[src/rtl/pair_wise_divider.sv]
// Sequential restoring divider: 2N-bit dividend by N-bit divisor, one quotient
// bit per clock, valid/ready handshake on both sides.
module pair_wise_divider #(
  parameter int N = 4
) (
  input  logic           clk1,
  input  logic           rst_n,
  input  logic           in_valid,
  output logic           in_ready,
  input  logic [2*N-1:0] dividend,
  input  logic [N-1:0]   divisor,
  output logic           out_valid,
  input  logic           out_ready,
  output logic [2*N-1:0] quotient,
  output logic [N-1:0]   remainder,
  output logic           div_zero
);

  localparam int CNT_W = $clog2(2*N+1);

  typedef enum logic [1:0] {
    IDLE = 2'd0,
    CALC = 2'd1,
    DONE = 2'd2
  } state_t;

  state_t           state_r, state_s;
  logic [2*N-1:0]   qreg_r, qreg_s;
  logic [N:0]       prem_r, prem_s;
  logic [N-1:0]     dvsr_r, dvsr_s;
  logic [CNT_W-1:0] cnt_r, cnt_s;
  logic [2*N-1:0]   quot_s;
  logic [N-1:0]     rem_s;
  logic             dz_s;
  logic [N:0]       shifted_s, trial_s;
  logic [2*N-1:0]   qshift_s;

  // Next-state, datapath step and result capture
  always_comb begin
    state_s   = state_r;
    qreg_s    = qreg_r;
    prem_s    = prem_r;
    dvsr_s    = dvsr_r;
    cnt_s     = cnt_r;
    quot_s    = quotient;
    rem_s     = remainder;
    dz_s      = div_zero;
    // Partial remainder is N+1 bits so the shift cannot overflow before the subtract
    shifted_s = {prem_r[N-1:0], qreg_r[2*N-1]};
    trial_s   = shifted_s - {1'b0, dvsr_r};
    qshift_s  = {qreg_r[2*N-2:0], ~trial_s[N]};
    case (state_r)
      IDLE: begin
        if (in_valid) begin
          qreg_s = dividend;
          dvsr_s = divisor;
          prem_s = '0;
          cnt_s  = CNT_W'(2*N);
          if (divisor != '0) begin
            state_s = CALC;
          end else begin
            state_s = DONE;
            quot_s  = '1;
            rem_s   = dividend[N-1:0];
            dz_s    = 1'b1;
          end
        end else begin
          state_s = IDLE;
        end
      end
      CALC: begin
        qreg_s = qshift_s;
        prem_s = trial_s[N] ? shifted_s : trial_s;
        cnt_s  = cnt_r - CNT_W'(1);
        if (cnt_r == CNT_W'(1)) begin
          state_s = DONE;
          quot_s  = qshift_s;
          rem_s   = prem_s[N-1:0];
          dz_s    = 1'b0;
        end else begin
          state_s = CALC;
        end
      end
      DONE: begin
        if (out_ready) begin
          state_s = IDLE;
        end else begin
          state_s = DONE;
        end
      end
      default: begin
        state_s = IDLE;
      end
    endcase
  end

  // State and working registers
  always_ff @(posedge clk1 or negedge rst_n) begin
    if (!rst_n) begin
      state_r <= IDLE;
      qreg_r  <= '0;
      prem_r  <= '0;
      dvsr_r  <= '0;
      cnt_r   <= '0;
    end else begin
      state_r <= state_s;
      qreg_r  <= qreg_s;
      prem_r  <= prem_s;
      dvsr_r  <= dvsr_s;
      cnt_r   <= cnt_s;
    end
  end

  // Registered handshake and result outputs
  always_ff @(posedge clk1 or negedge rst_n) begin
    if (!rst_n) begin
      in_ready  <= 1'b1;
      out_valid <= 1'b0;
      quotient  <= '0;
      remainder <= '0;
      div_zero  <= 1'b0;
    end else begin
      in_ready  <= (state_s == IDLE);
      out_valid <= (state_s == DONE);
      quotient  <= quot_s;
      remainder <= rem_s;
      div_zero  <= dz_s;
    end
  end

endmodule

[config.mk]
export PLATFORM = sky130hd
export DESIGN_NAME = pair_wise_divider
export DESIGN_NICKNAME = d
export VERILOG_FILES = /design/src/rtl/pair_wise_divider.sv
export SDC_FILE = /design/constraint.sdc
export NUM_CORES = 1
export LEC_CHECK = 0
export ABC_AREA = 1
export BUFFER_PORTS_ARGS = -buffer_cell sky130_fd_sc_hd__buf_2
export CAP_MARGIN = 20
export CORE_ASPECT_RATIO = 1.5
export CORE_MARGIN = 2
export CORE_UTILIZATION = 56
export DETAILED_ROUTE_END_ITERATION = 10
export PLACE_DENSITY = 0.79
export RECOVER_POWER = 50
export SLEW_MARGIN = 20
export SYNTH_ARGS = -nofsm -noshare
export SYNTH_HDL_FRONTEND = slang
export SYNTH_SLANG_ARGS = --single-unit
export TNS_END_PERCENT = 30
[constraint.sdc]
create_clock -name clk1 -period 2.5 [get_ports clk1]
set_input_delay 0.5 -clock clk1 [delete_from_list [all_inputs] [get_ports clk1]]
set_output_delay 0.5 -clock clk1 [all_outputs]
set_load 0.05 [all_outputs]
# Yosys cells after proc, flatten, opt, wreduce, memory -nomap -nowiden
# Index checks and enable logic that the tools add are counted.
# Widths: inputs -> output; s select.
[totals]
reg_bits = 37
in_bits = 16
output_inout_bits = 15
elab_cells = 51
[classes]
addsub = 2
eq_ne = 7
muxes = 24
n_bitwise = 1
n_reduce_logical = 7
[op_table]
columns = ["op", "count"]
rows = [
  ["$mux 8", 4],
  ["$pmux 8 s2", 2],
  ["$mux 4", 6],
  ["$pmux 4 s2", 3],
  ["$mux 2", 4],
  ["$ne 2x2->1 const B", 3],
  ["$pmux 2 s3", 1],
  ["$sub 5x4->5", 1],
  ["$eq 2x2->1 const B", 2],
  ["$eq 4x1->1 const B", 1],
  ["$logic_not 2->1", 2],
  ["$reduce_and 2->1", 2],
  ["$reduce_and 4->1", 1],
  ["$reduce_bool 4->1", 1],
  ["$sub 4x1->4 const B", 1],
  ["$mux 1", 3],
  ["$eq 2x1->1 const B", 1],
  ["$pmux 1 s2", 1],
  ["$reduce_bool 2->1", 1],
  ["$not 1->1", 1],
]

# Logic depth before layout (Yosys ltp)
# Gate-level depths: netlist of the first run.
[depth]
depth_word = 5
ltp_mapped = 12
ltp_nobuf = 12

# Worst setup path after synthesis of the first run
# No wires, ideal clock.
[synth_path]
path_type = "register -> register"
start = "register qreg_r[7]"
end = "register remainder[3]"
setup_ps = 113
arrival_time_ps = 1557
required_ps = 2387
path_slack_ps = 830
stages_incl_launch_ff = 12
path_buffers = 0
synth_period_minus_slack_ps = 1670
path_cell_list = "dfrtp_1 inv_1 ha_1 fa_1 inv_1 nand3_1 nand3_1 nand2_1 nand3_1 nand3_1 nand2_1 inv_1"
[synth_between]
elab_chain_len = 4
[synth_rtl]
columns = ["item", "line_no", "source"]
rows = [
  ["start: declaration", "28", "logic [2*N-1:0] qreg_r, qreg_s;"],
  ["start signal: assignment", "107", "qreg_r <= qreg_s;"],
  ["$sub 5x4->5", "50", "trial_s = shifted_s - {1'b0, dvsr_r};"],
  ["$mux 4", "73", "prem_s = trial_s[N] ? shifted_s : trial_s;"],
  ["$mux 4", "75", "if (cnt_r == CNT_W'(1)) begin"],
  ["$pmux 4 s2", "52", "case (state_r)"],
  ["end signal: assignment", "126", "remainder <= rem_s;"],
  ["end: declaration", "15", "output logic [N-1:0] remainder,"],
]
# No other way between the ends. The select of a mux whose other input is x is not followed.
# A chain may end at the register's enable or synchronous reset.

# Worst setup path in the final report of the first run
[layout_path]
start = "register qreg_r[7]"
end = "register remainder[2]"
# Same word-level chain as after synthesis.

==> out/metrics.yaml, run 1 <==
grt_pass1_vias: 1486
clock_latency_ns: 0.29
cts_buffers: 5
ys_seq_area_share_pct: 50.1
cts_hold_buffers: 0
num_vias: 1502
startpoint: "qreg_r[7]$_DFFE_PN0P_"
final_area_um2: 2150
failed_checks: "capacitance limit, slew limit"
ys_seq_elements: 37
synthCells: 221
power_density_nw_per_um2: 1620
fmax_mhz: 519
reg2reg_to: "remainder[2]$_DFFE_PN0P_"
h-tree-depth: 2
synth.avg_cell_area_um2: 8.37
die_w_um: 50.9
io_buffers: 30
crit_fanout: 6
post-route-util_pct: 68.0
die_h_um: 74.4
endpoint: "remainder[2]$_DFFE_PN0P_"
die_area_um2: 3790
pin_count: 31
finalSetupTns_ns: 0
post_cts_buffers: 0
worstPathArrival_ns: 2.17
vias_per_cell: 5.11
grt_setup_unrepaired: "no"
min_path_type: "primary input to register"
drc: 0
row_count: 25
ctsResizeCount: 0
drt_iter0_markers: 57
setup_slack_ns: 0.572
dp_hpwl_um: 2570
period_share_pct: 77.1
grtUsageTotal_pct: 22.3
fin_skew_ns: 0.00534
cts_tree: "yes"
synthesis.yosys.warnings: 0
synth_top_cell_area_share_pct: 48.7
r2r_start: "qreg_r[7]$_DFFE_PN0P_"
r2r_slack_ns: 0.57
cap_violations: 1
finalHoldViolCount: 0
power_uw: 3490
nets: 276
syn-cell-area_um2: 1850
slew_violations: 38
slew_headroom_pct: -30.2
ant_nets: 0
place_ws_ns: 0.598
yosysTopAreaCell: "dfrtp_1"
post-route-min-period_ns: 1.93
wl_um: 3650
grt_overflow_total: 0
critPathKind: "register to register"
ir_worst_vdd_v: 0.000856
reg2reg_depth: 12
p_leak_uw: 0.00118
diodes: 0
wl_per_cell_um: 12.4
start_util_pct: 58.5
setup_viol: 0
root_buffer: "clkbuf_8"
place_area_um2: 2020
clockBufferDepth: 2
cp-end-kind: "register"
gp_congestion: 0.794
firstDrtPassIters: 4
antenna_found_initial: 0
synth_area_leaders: "dfrtp_1 (49%), nand2_1 (12%), inv_1 (6.7%)"
cts.clk_slew.worst_paths_ns: 0.08
drive_gt1_share_pct: 16.5
cp.required_ns: 2.74
cts.sinks: 37
synth_fp_nets: 244
core_um2: 3160
startpoint_type: "register"
area_growth_pct: 16.2
outcome: "complete, but fails checks"
grt_start_max_net_pins: 38
synth.distinct_cells: 29
grt_pass1_wl_um: 6200
worst_slew_pin_slew_ns: 1.95
-- per-layer routing --
| layer | wire, µm | GRT usage (%) |
|---|---|---|
| met2 | 1940 | 39.1 |
| met5 | 0 | 0 |
| met3 | 125 | 6.02 |
| met4 | 76 | 10.8 |
| met1 | 1500 | 24.7 |
-- area by class of cell --
type / instances / area [µm²]
well taps: 40 / 50.0
inverters: 34 / 128
repair buffers: 30 / 148
flip-flops and latches: 37 / 927
clock buffers: 5 / 68.8
fillers: 275 / 1010
multi-input cells: 145 / 758
clock inverters: 3 / 68.8
-- flip-flops by register name, indices dropped and copies added, names as in the netlist --
name	count
remainder	4
out_valid	1
quotient	8
state_r	2
cnt_r	4
div_zero	1
in_ready	1
prem_r	4
qreg_r	8
dvsr_r	4
-- through the flow --
stage / hold WS, ns / instances
2_1_floorplan: 0.204 / 221
4_1_cts: 0.320 / 294
3_3_place_gp: 0.458 / 286
5_1_grt: 0.440 / 294
6_report: 0.435 / 294
3_5_place_dp: 0.458 / 286
-- Yosys cell counts --
cell and count:
a21oi_1 2, a22o_1 1, a22oi_1 1, a31oi_1 1
buf_2 4, buf_6 1, dfrtp_1 36, dfstp_2 1
fa_1 1, ha_1 6, inv_1 33, inv_2 1
nand2_1 57, nand2_2 2, nand3_1 24, nor2_1 15
nor2_2 1, nor2_4 1, nor2_8 1, nor3_1 1
o211ai_1 6, o21a_1 2, o21ai_0 12, o21ai_1 3
o221ai_1 1, o22ai_1 1, or2_1 4, or2_2 1
xnor2_1 1
-- cells in the final DEF (no fill, tap or decap), types with 3 or more instances in the layout --
master     n
nand2_1   58
o21ai_0   12
dfrtp_1   36
ha_1       6
buf_2     28
o21ai_1    3
nand3_1   24
nor2_1    16
o211ai_1   6
inv_1     33
or2_1      4
clkbuf_8   5
-- logic make-up after synthesis --
logic type / synth area share [%]
AOI/OAI and AO/OA: 9.88
and+or+nand+nor: 25.8
DFF: 50.1
adders and majority gates: 5.14
xor gates and xnor gates: 0.474
buffers and inverters: 8.59
-- worst max-delay path, cell delays in order, from the launching register on --
cell and delay [ns]:
dfrtp_1 0.35, inv_1 0.06, ha_1 0.22, fa_1 0.41
inv_1 0.09, nand2_1 0.05, nand2_1 0.08, nand3_1 0.07
nand2_1 0.17, nand3_1 0.14, nand3_1 0.13, nand2_1 0.05
inv_1 0.04
-- how the worst min path moves through the flow --
stage / startpoint / end / cells after the start
4_1_cts: rst_n / cnt_r[1]$_DFFE_PN0P_ / 1
2_1_floorplan: rst_n / cnt_r[0]$_DFFE_PN0P_ / 0
6_report: divisor[1] / dvsr_r[1]$_DFFE_PN0P_ / 3
5_1_grt: divisor[0] / dvsr_r[0]$_DFFE_PN0P_ / 3
3_3_place_gp: div_zero$_DFFE_PN0P_ / div_zero$_DFFE_PN0P_ / 2
3_5_place_dp: div_zero$_DFFE_PN0P_ / div_zero$_DFFE_PN0P_ / 2
-- where the power goes --
group / switching, µW / internal [µW]
combinational: 1260 / 562
clock: 222 / 402
sequential: 147 / 896
No activity file was read; power rests on OpenSTA's default activity.
==> run 2, diff against run 1 <==
--- a/config.mk
+++ b/config.mk
@@ -5,14 +5,14 @@
 export SDC_FILE = /design/constraint.sdc
 export NUM_CORES = 1
 export LEC_CHECK = 0
-export ABC_AREA = 1
+export ABC_AREA = 0
 export BUFFER_PORTS_ARGS = -buffer_cell sky130_fd_sc_hd__buf_2
 export CAP_MARGIN = 20
 export CORE_ASPECT_RATIO = 1.5
 export CORE_MARGIN = 2
-export CORE_UTILIZATION = 56
+export CORE_UTILIZATION = 55
 export DETAILED_ROUTE_END_ITERATION = 10
-export PLACE_DENSITY = 0.79
+export PLACE_DENSITY = 0.78
 export RECOVER_POWER = 50
 export SLEW_MARGIN = 20
 export SYNTH_ARGS = -nofsm -noshare
==> constraint.sdc (replaced) <==
create_clock -name clk1 -period 2 [get_ports clk1]
set_input_delay 0.4 -clock clk1 [delete_from_list [all_inputs] [get_ports clk1]]
set_output_delay 0.4 -clock clk1 [all_outputs]
set_load 0.05 [all_outputs]
==> run 2 against run 1 <==
  * The flow now finishes without violations
  * Setup slack got worse by 0.49 ns
  * Register-to-register slack worse by 0.49 ns
  * Sequential share of layout area shrank 2.3 points
  * Count of clock-buffer cells in the layout did not move
  * Global-route usage up 1.8 points
  * Final area up 5.6%
  * Sequential power increased by 32%
  * Power rose by 36%
  * Synthesized area increased by 1.4%
  * Final cell count is 5.1% lower
  * Largest cell class unchanged
  * Largest power group unchanged
==> out/metrics.yaml, run 2 <==
yosysTopAreaCell: "dfrtp_1"  # unchanged
power_uw: 4740  # was 3490 µW
period_share_pct: 96.1  # was 77.1%
final_common_cell: "dfrtp_1"  # was nand2_1
die_area_um2: 3900  # was 3790 µm²
die_w_um: 51.7  # was 50.9 µm
cts_buffers: 5  # unchanged
synth.distinct_cells: 38  # was 29
firstDrtPassIters: 4  # unchanged
syn-cell-area_um2: 1870  # was 1850 µm²
vias_per_cell: 5.48  # was 5.11
cp-end-kind: "register"  # unchanged
outcome: "finished clean"  # was complete, but fails checks
fmax_mhz: 521  # was 519 MHz
reg2reg_depth: 9  # was 12
wl_um: 4150  # was 3650 µm
place_ws_ns: -0.0148  # was 0.598 ns
nets: 259  # was 276
drc: 0  # unchanged
synthArstFlopShare_pct: 100  # unchanged
power_density_nw_per_um2: 2090  # was 1620 nW/µm²
crit_fanout: 5  # was 6
whs_ns: 0.308  # was 0.435 ns
grtUsageTotal_pct: 24.1  # was 22.3%
die_h_um: 75.5  # was 74.4 µm
core_um2: 3320  # was 3160 µm²
finalHoldViolCount: 0  # unchanged
dp_hpwl_um: 2930  # was 2570 µm
ys_seq_elements: 37  # unchanged
clockBufferDepth: 2  # unchanged
cts.clk_slew.worst_paths_ns: 0.08  # about the same
antenna_found_initial: 0  # unchanged
worstPathArrival_ns: 2.15  # was 2.17 ns
row_count: 26  # was 25
worst_slew_pin_slew_ns: 0.919  # was 1.95 ns
pin_count: 31  # unchanged
clock_latency_ns: 0.30  # was 0.29 ns
post-route-min-period_ns: 1.92  # was 1.93 ns
diodes: 0  # unchanged
start_util_pct: 56.5  # was 58.5%
filler_cell_count: 273  # was 275
wl_per_cell_um: 14.9  # was 12.4 µm
cap_violations: 0  # was 1
min_path_type: "primary input to async pin"  # was primary input to register
io_buffers: 30  # unchanged
reg2reg_to: "remainder[2]$_DFFE_PN0P_"  # unchanged
synth_area_leaders: "dfrtp_1 (48%), nand2_1 (6.0%), nor2_1 (4.8%)"  # was dfrtp_1 (49%), nand2_1 (12%), inv_1 (6.7%)
p_leak_uw: 0.00102  # was 0.00118 µW
area_growth_pct: 21.0  # was 16.2%
h-tree-depth: 2  # unchanged
drive_gt1_share_pct: 29.5  # was 16.5%
grt_overflow_total: 0  # unchanged
r2r_start: "qreg_r[7]$_DFFE_PN0P_"  # unchanged
synth_edf_count: 0  # unchanged
ir_worst_vdd_v: 0.00113  # was 0.000856 V
cts_tree: "yes"  # unchanged
slew_headroom_pct: 38.8  # was -30.2%
synth_fp_nets: 220  # was 244
post_cts_buffers: 0  # unchanged
setup_viol: 0  # unchanged
synthesis.yosys.warnings: 0  # unchanged
slew_violations: 0  # was 38
fin_skew_ns: 0.00924  # was 0.00534 ns
cts_hold_buffers: 0  # unchanged
grt_setup_unrepaired: "yes"  # was no
num_vias: 1529  # was 1502
yosysMostFrequentCell: "dfrtp_1"  # was nand2_1
drt_iter0_markers: 24  # was 57
grt_pass1_wl_um: 6780  # was 6200 µm
cp_cell_sequence: "inv_1 > ha_2 > fa_2 > nand2b_4 > a21oi_4 > buf_6 > and3_4 > a2111oi_4 > a21oi_1"  # was inv_1 > ha_1 > fa_1 > inv_1 > nand2_1 > nand2_1 > nand3_1 > nand2_1 > nand3_1 > nand3_1 > nand2_1 > inv_1
synth_top_cell_area_share_pct: 48.1  # was 48.7%
root_buffer: "clkbuf_8"  # unchanged
setup_slack_ns: 0.0788  # was 0.572 ns
r2r_slack_ns: 0.08  # was 0.57 ns
grt_start_max_net_pins: 38  # unchanged
reg_top3: "qreg_r (8), quotient (8)"  # unchanged
synth.avg_cell_area_um2: 9.51  # was 8.37 µm²
gp_congestion: 0.917  # was 0.794
critPathKind: "register to register"  # unchanged
grt_pass1_vias: 1429  # was 1486
synth_commonest_cells: "dfrtp_1 (36), nand2_1 (30), nor2_1 (24)"  # was nand2_1 (57), dfrtp_1 (36), inv_1 (33)
synthCells: 197  # was 221
slowest_stage: "dfrtp_1"  # was fa_1
startpoint_type: "register"  # unchanged
layout_common_cells: "dfrtp_1 (36), nand2_1 (30), buf_2 (28)"  # was nand2_1 (58), dfrtp_1 (36), inv_1 (33)
cpPeakStageDelay_ns: 0.35  # was 0.41 ns
ys.flop_type: "dfrtp_1"  # unchanged
post-route-util_pct: 68.4  # was 68.0%
cp.required_ns: 2.23  # was 2.74 ns
cts.sinks: 37  # unchanged
ys_seq_area_share_pct: 49.5  # was 50.1%
ant_nets: 0  # unchanged
## run 2: cell count changes after synthesis, moves of 3 or more
cell,before,now
or2_1,4,0
clkbuf_1,0,4
nand2b_1,0,7
and3_1,0,3
nor2_1,15,24
nand3_1,24,6
inv_1,33,10
a31oi_1,1,9
o21ai_1,3,0
o211ai_1,6,0
a21oi_2,0,9
nand2_1,57,30
a21oi_1,2,8
## run 2: final cells by class
class / count / area (µm²) / share of cell area, %
flip-flops and latches: 37 / 927 / 40.9
multi-input cells: 140 / 901 / 39.7
repair buffers: 42 / 235 / 10.4
clock buffers: 5 / 68.8 / 3.03
well taps: 42 / 52.6 / 2.32
clock inverters: 3 / 46.3 / 2.04
inverters: 10 / 37.5 / 1.65
## run 2: layer usage
layer,track usage (%),wire length [µm],up-vias
li1,-,-,754
met1,28.4,1750,731
met2,40.7,2140,34
met3,5.29,140,10
met4,13.2,112,0
met5,0,0,-
## run 2: how the worst max path moves through the flow
stage                               end  cells past startpoint                   from
2_1_floorplan  remainder[2]$_DFFE_PN0P_                      8  qreg_r[7]$_DFFE_PN0P_
3_3_place_gp   remainder[2]$_DFFE_PN0P_                      8  qreg_r[7]$_DFFE_PN0P_
3_5_place_dp   remainder[2]$_DFFE_PN0P_                      8  qreg_r[7]$_DFFE_PN0P_
4_1_cts        remainder[2]$_DFFE_PN0P_                      8  qreg_r[7]$_DFFE_PN0P_
5_1_grt        remainder[2]$_DFFE_PN0P_                      8  qreg_r[7]$_DFFE_PN0P_
6_report       remainder[2]$_DFFE_PN0P_                      9  qreg_r[7]$_DFFE_PN0P_
## run 2: stage by stage
stage               instance area [µm²]  instances  TNS, ns
finish                             2270        279        0
global route                       2270        279   -0.113
CTS                                2240        279        0
detailed placement                 2120        271  -0.0148
global placement                   2120        271        0
floorplan                          1890        197        0
## run 2: cell families (layout without fill, tap and decap cells)
family	after synthesis	in the layout	synth area share [%]
XOR/XNOR	3	3	1.40
buffers and inverters	20	60	5.54
AND/OR/NAND/NOR	80	80	19.6
AO/OA/AOI/OAI	49	49	18.4
adder cells (fa/ha/maj)	7	7	5.07
flip-flops	37	37	49.5
multiplexers	1	1	0.534
## run 2: what timing repair did
action	in CTS	in global routing
setup endpoints to repair	1	5
resized for setup	2	7
pin swaps	0	4
hold endpoints to repair	0	0
## run 2: power by group
part | switching (µW) | internal, µW | total [µW]
Clock | 278 | 373 | 651
Combinational | 1690 | 1020 | 2710
Sequential | 262 | 1110 | 1370
## run 2: critical path: cells and delay by family, from the launching register on
kind                     cells  cell delay [ns]
AO/OA/AOI/OAI                3             0.42
adder cells (fa/ha/maj)      2             0.54
buffers and inverters        2             0.20
flip-flops                   1             0.35
AND/OR/NAND/NOR              2             0.35
==> run 3, diff against run 2 <==
--- a/config.mk
+++ b/config.mk
@@ -5,7 +5,7 @@
 export SDC_FILE = /design/constraint.sdc
 export NUM_CORES = 1
 export LEC_CHECK = 0
-export ABC_AREA = 0
+export ABC_AREA = 1
 export BUFFER_PORTS_ARGS = -buffer_cell sky130_fd_sc_hd__buf_2
 export CAP_MARGIN = 20
 export CORE_ASPECT_RATIO = 1.5
==> run 3 against run 2 <==
  * Fmax grew 7.2%
  * Register-to-register slack improved by 0.13 ns
  * Clock power decreased by 19%
  * Critical endpoint is now remainder[1]$_DFFE_PN0P_
  * Critical path depth increased by 3
  * Non-clock buffer count down 9
  * Hold slack got worse by 0.016 ns
==> out/metrics.yaml, run 3 (synthesis gave the netlist of run 1 again) <==
pin_count: 31  # unchanged
num_vias: 1533  # was 1529
io_buffers: 30  # unchanged
clock_latency_ns: 0.30  # about the same
drive_gt1_share_pct: 19.1  # was 29.5%
layout_common_cells: "nand2_1 (56), dfrtp_1 (36), inv_1 (33)"  # was dfrtp_1 (36), nand2_1 (30), buf_2 (28)
grt_overflow_total: 0  # unchanged
post-route-min-period_ns: 1.79  # was 1.92 ns
power_uw: 4190  # was 4740 µW
seqCellArea_um2: 927  # unchanged
wl_um: 3720  # was 4150 µm
grtUsageTotal_pct: 22.4  # was 24.1%
final_area_um2: 2130  # was 2270 µm²
die_area_um2: 3850  # was 3900 µm²
clockBufferDepth: 2  # unchanged
diodes: 0  # unchanged
grt_pass1_wl_um: 6280  # was 6780 µm
h-tree-depth: 2  # unchanged
fin_cells: 297  # was 279
cts.sinks: 37  # unchanged
drt_iter0_markers: 60  # was 24
drc: 0  # unchanged
dp.cells: 289  # was 271
slew_headroom_pct: 41.6  # was 38.8%
setup_viol: 0  # unchanged
slew_violations: 0  # unchanged
startpoint_type: "register"  # unchanged
finalHoldViolCount: 0  # unchanged
filler_cell_count: 300  # was 273
die_h_um: 75.0  # was 75.5 µm
antenna_found_initial: 0  # unchanged
grt_pass1_vias: 1473  # was 1429
gp_congestion: 0.779  # was 0.917
area_growth_pct: 15.0  # was 21.0%
place_ws_ns: 0.132  # was -0.0148 ns
cp.required_ns: 2.24  # was 2.23 ns
cts_buffers: 5  # unchanged
firstDrtPassIters: 4  # unchanged
cp-end-kind: "register"  # unchanged
cap_violations: 0  # unchanged
final_common_cell: "nand2_1"  # was dfrtp_1
grt_start_max_net_pins: 38  # unchanged
place_area_um2: 2040  # was 2120 µm²
setup_slack_ns: 0.208  # was 0.0788 ns
power_density_nw_per_um2: 1970  # was 2090 nW/µm²
period_share_pct: 89.6  # was 96.1%
vias_per_cell: 5.16  # was 5.48
dp_hpwl_um: 2700  # was 2930 µm
root_buffer: "clkbuf_8"  # unchanged
reg_top3: "qreg_r (8), quotient (8)"  # unchanged
start_util_pct: 58.0  # was 56.5%
cts.clk_slew.worst_paths_ns: 0.08  # about the same
outcome: "finished clean"  # unchanged
nets: 279  # was 259
ir_worst_vdd_v: 0.00135  # was 0.00113 V
crit_fanout: 6  # was 5
row_count: 25  # was 26
core_um2: 3190  # was 3320 µm²
p_leak_uw: 0.00117  # was 0.00102 µW
cts_tree: "yes"  # unchanged
grt_setup_unrepaired: "no"  # was yes
fin_skew_ns: 0.00820  # was 0.00924 ns
finalSetupTns_ns: 0  # unchanged
critPathKind: "register to register"  # unchanged
wl_per_cell_um: 12.5  # was 14.9 µm
worstPathArrival_ns: 2.03  # was 2.15 ns
ant_nets: 0  # unchanged
cts_hold_buffers: 0  # unchanged
worst_slew_pin_slew_ns: 0.876  # was 0.919 ns
multi_input_area_um2: 761  # was 901 µm²
fmax_mhz: 558  # was 521 MHz
min_path_type: "primary input to async pin"  # unchanged
die_w_um: 51.3  # was 51.7 µm
[run 3: changes by cell type in the layout (fill, tap and decap cells not counted), sizes merged, moves of 6 or more]
| cell | delta |
|---|---|
| a21oi | -15 |
| a31oi | -8 |
| buf | -7 |
| inv | +24 |
| nand2 | +29 |
| nand2b | -7 |
| nand3 | +18 |
| nor2 | -7 |
| o211ai | +6 |
[run 3: final timing paths]
path | from | end | slack, ns | cells past startpoint
worst min-delay path | rst_n | dvsr_r[2]$_DFFE_PN0P_ | 0.29 | 2
worst max-delay path | qreg_r[7]$_DFFE_PN0P_ | remainder[1]$_DFFE_PN0P_ | 0.21 | 12
min in group clk1 | divisor[0] | dvsr_r[0]$_DFFE_PN0P_ | 0.32 | 3
max in group asynchronous | rst_n | dvsr_r[1]$_DFFE_PN0P_ | 1.16 | 2
worst max register to register | qreg_r[7]$_DFFE_PN0P_ | remainder[1]$_DFFE_PN0P_ | 0.21 | 12
worst min register to register | quotient[5]$_DFFE_PN0P_ | quotient[5]$_DFFE_PN0P_ | 0.48 | 2
[run 3: area by class of cell]
| class | instances | share of cell area, % |
|---|---|---|
| clock buffer | 5 | 3.24 |
| clock inverter | 3 | 1.06 |
| inverter | 34 | 6.00 |
| multi-input combinational | 145 | 35.8 |
| sequential | 37 | 43.6 |
| tap | 40 | 2.35 |
| timing repair buffer | 33 | 7.95 |
[run 3: critical path, stage by stage, from the launching register on]
cell and delay (ns):
dfrtp_1 0.36, inv_1 0.07, ha_1 0.23, fa_2 0.36
inv_1 0.08, nand2_1 0.05, nand2_1 0.08, nand3_1 0.08
nand2_2 0.12, nand3_1 0.11, nand3_1 0.11, nand2_1 0.05
inv_1 0.04
[run 3: through the flow]
| step | hold WS [ns] | util [%] |
|---|---|---|
| after floorplan | 0.104 | - |
| after global placement | 0.459 | 64.0 |
| after detailed placement | 0.460 | 64.0 |
| after CTS | 0.147 | 66.8 |
| after global routing | 0.334 | 66.6 |
| final | 0.291 | 66.6 |
[run 3: power breakdown]
group / leakage, µW / total, µW / internal (µW) / switching (µW)
clock: 0.0000364 / 527 / 244 / 283
sequential: 0.000451 / 1320 / 1120 / 195
combinational: 0.000679 / 2340 / 746 / 1600
[run 3: routing by layer]
layer	vias up	track usage (%)	part of all wire [%]	wire length, µm
met4	0	11.1	2.6	97
met5	-	0	0	0
met3	10	5.75	3.7	138
met2	30	39.7	51	1910
li1	774	-	-	-
met1	719	25.0	42	1580
[run 3: what timing repair did]
item | CTS | global route
setup buffers | 0 | 0
setup endpoints to repair | 0 | 4
gates resized for setup | 0 | 3
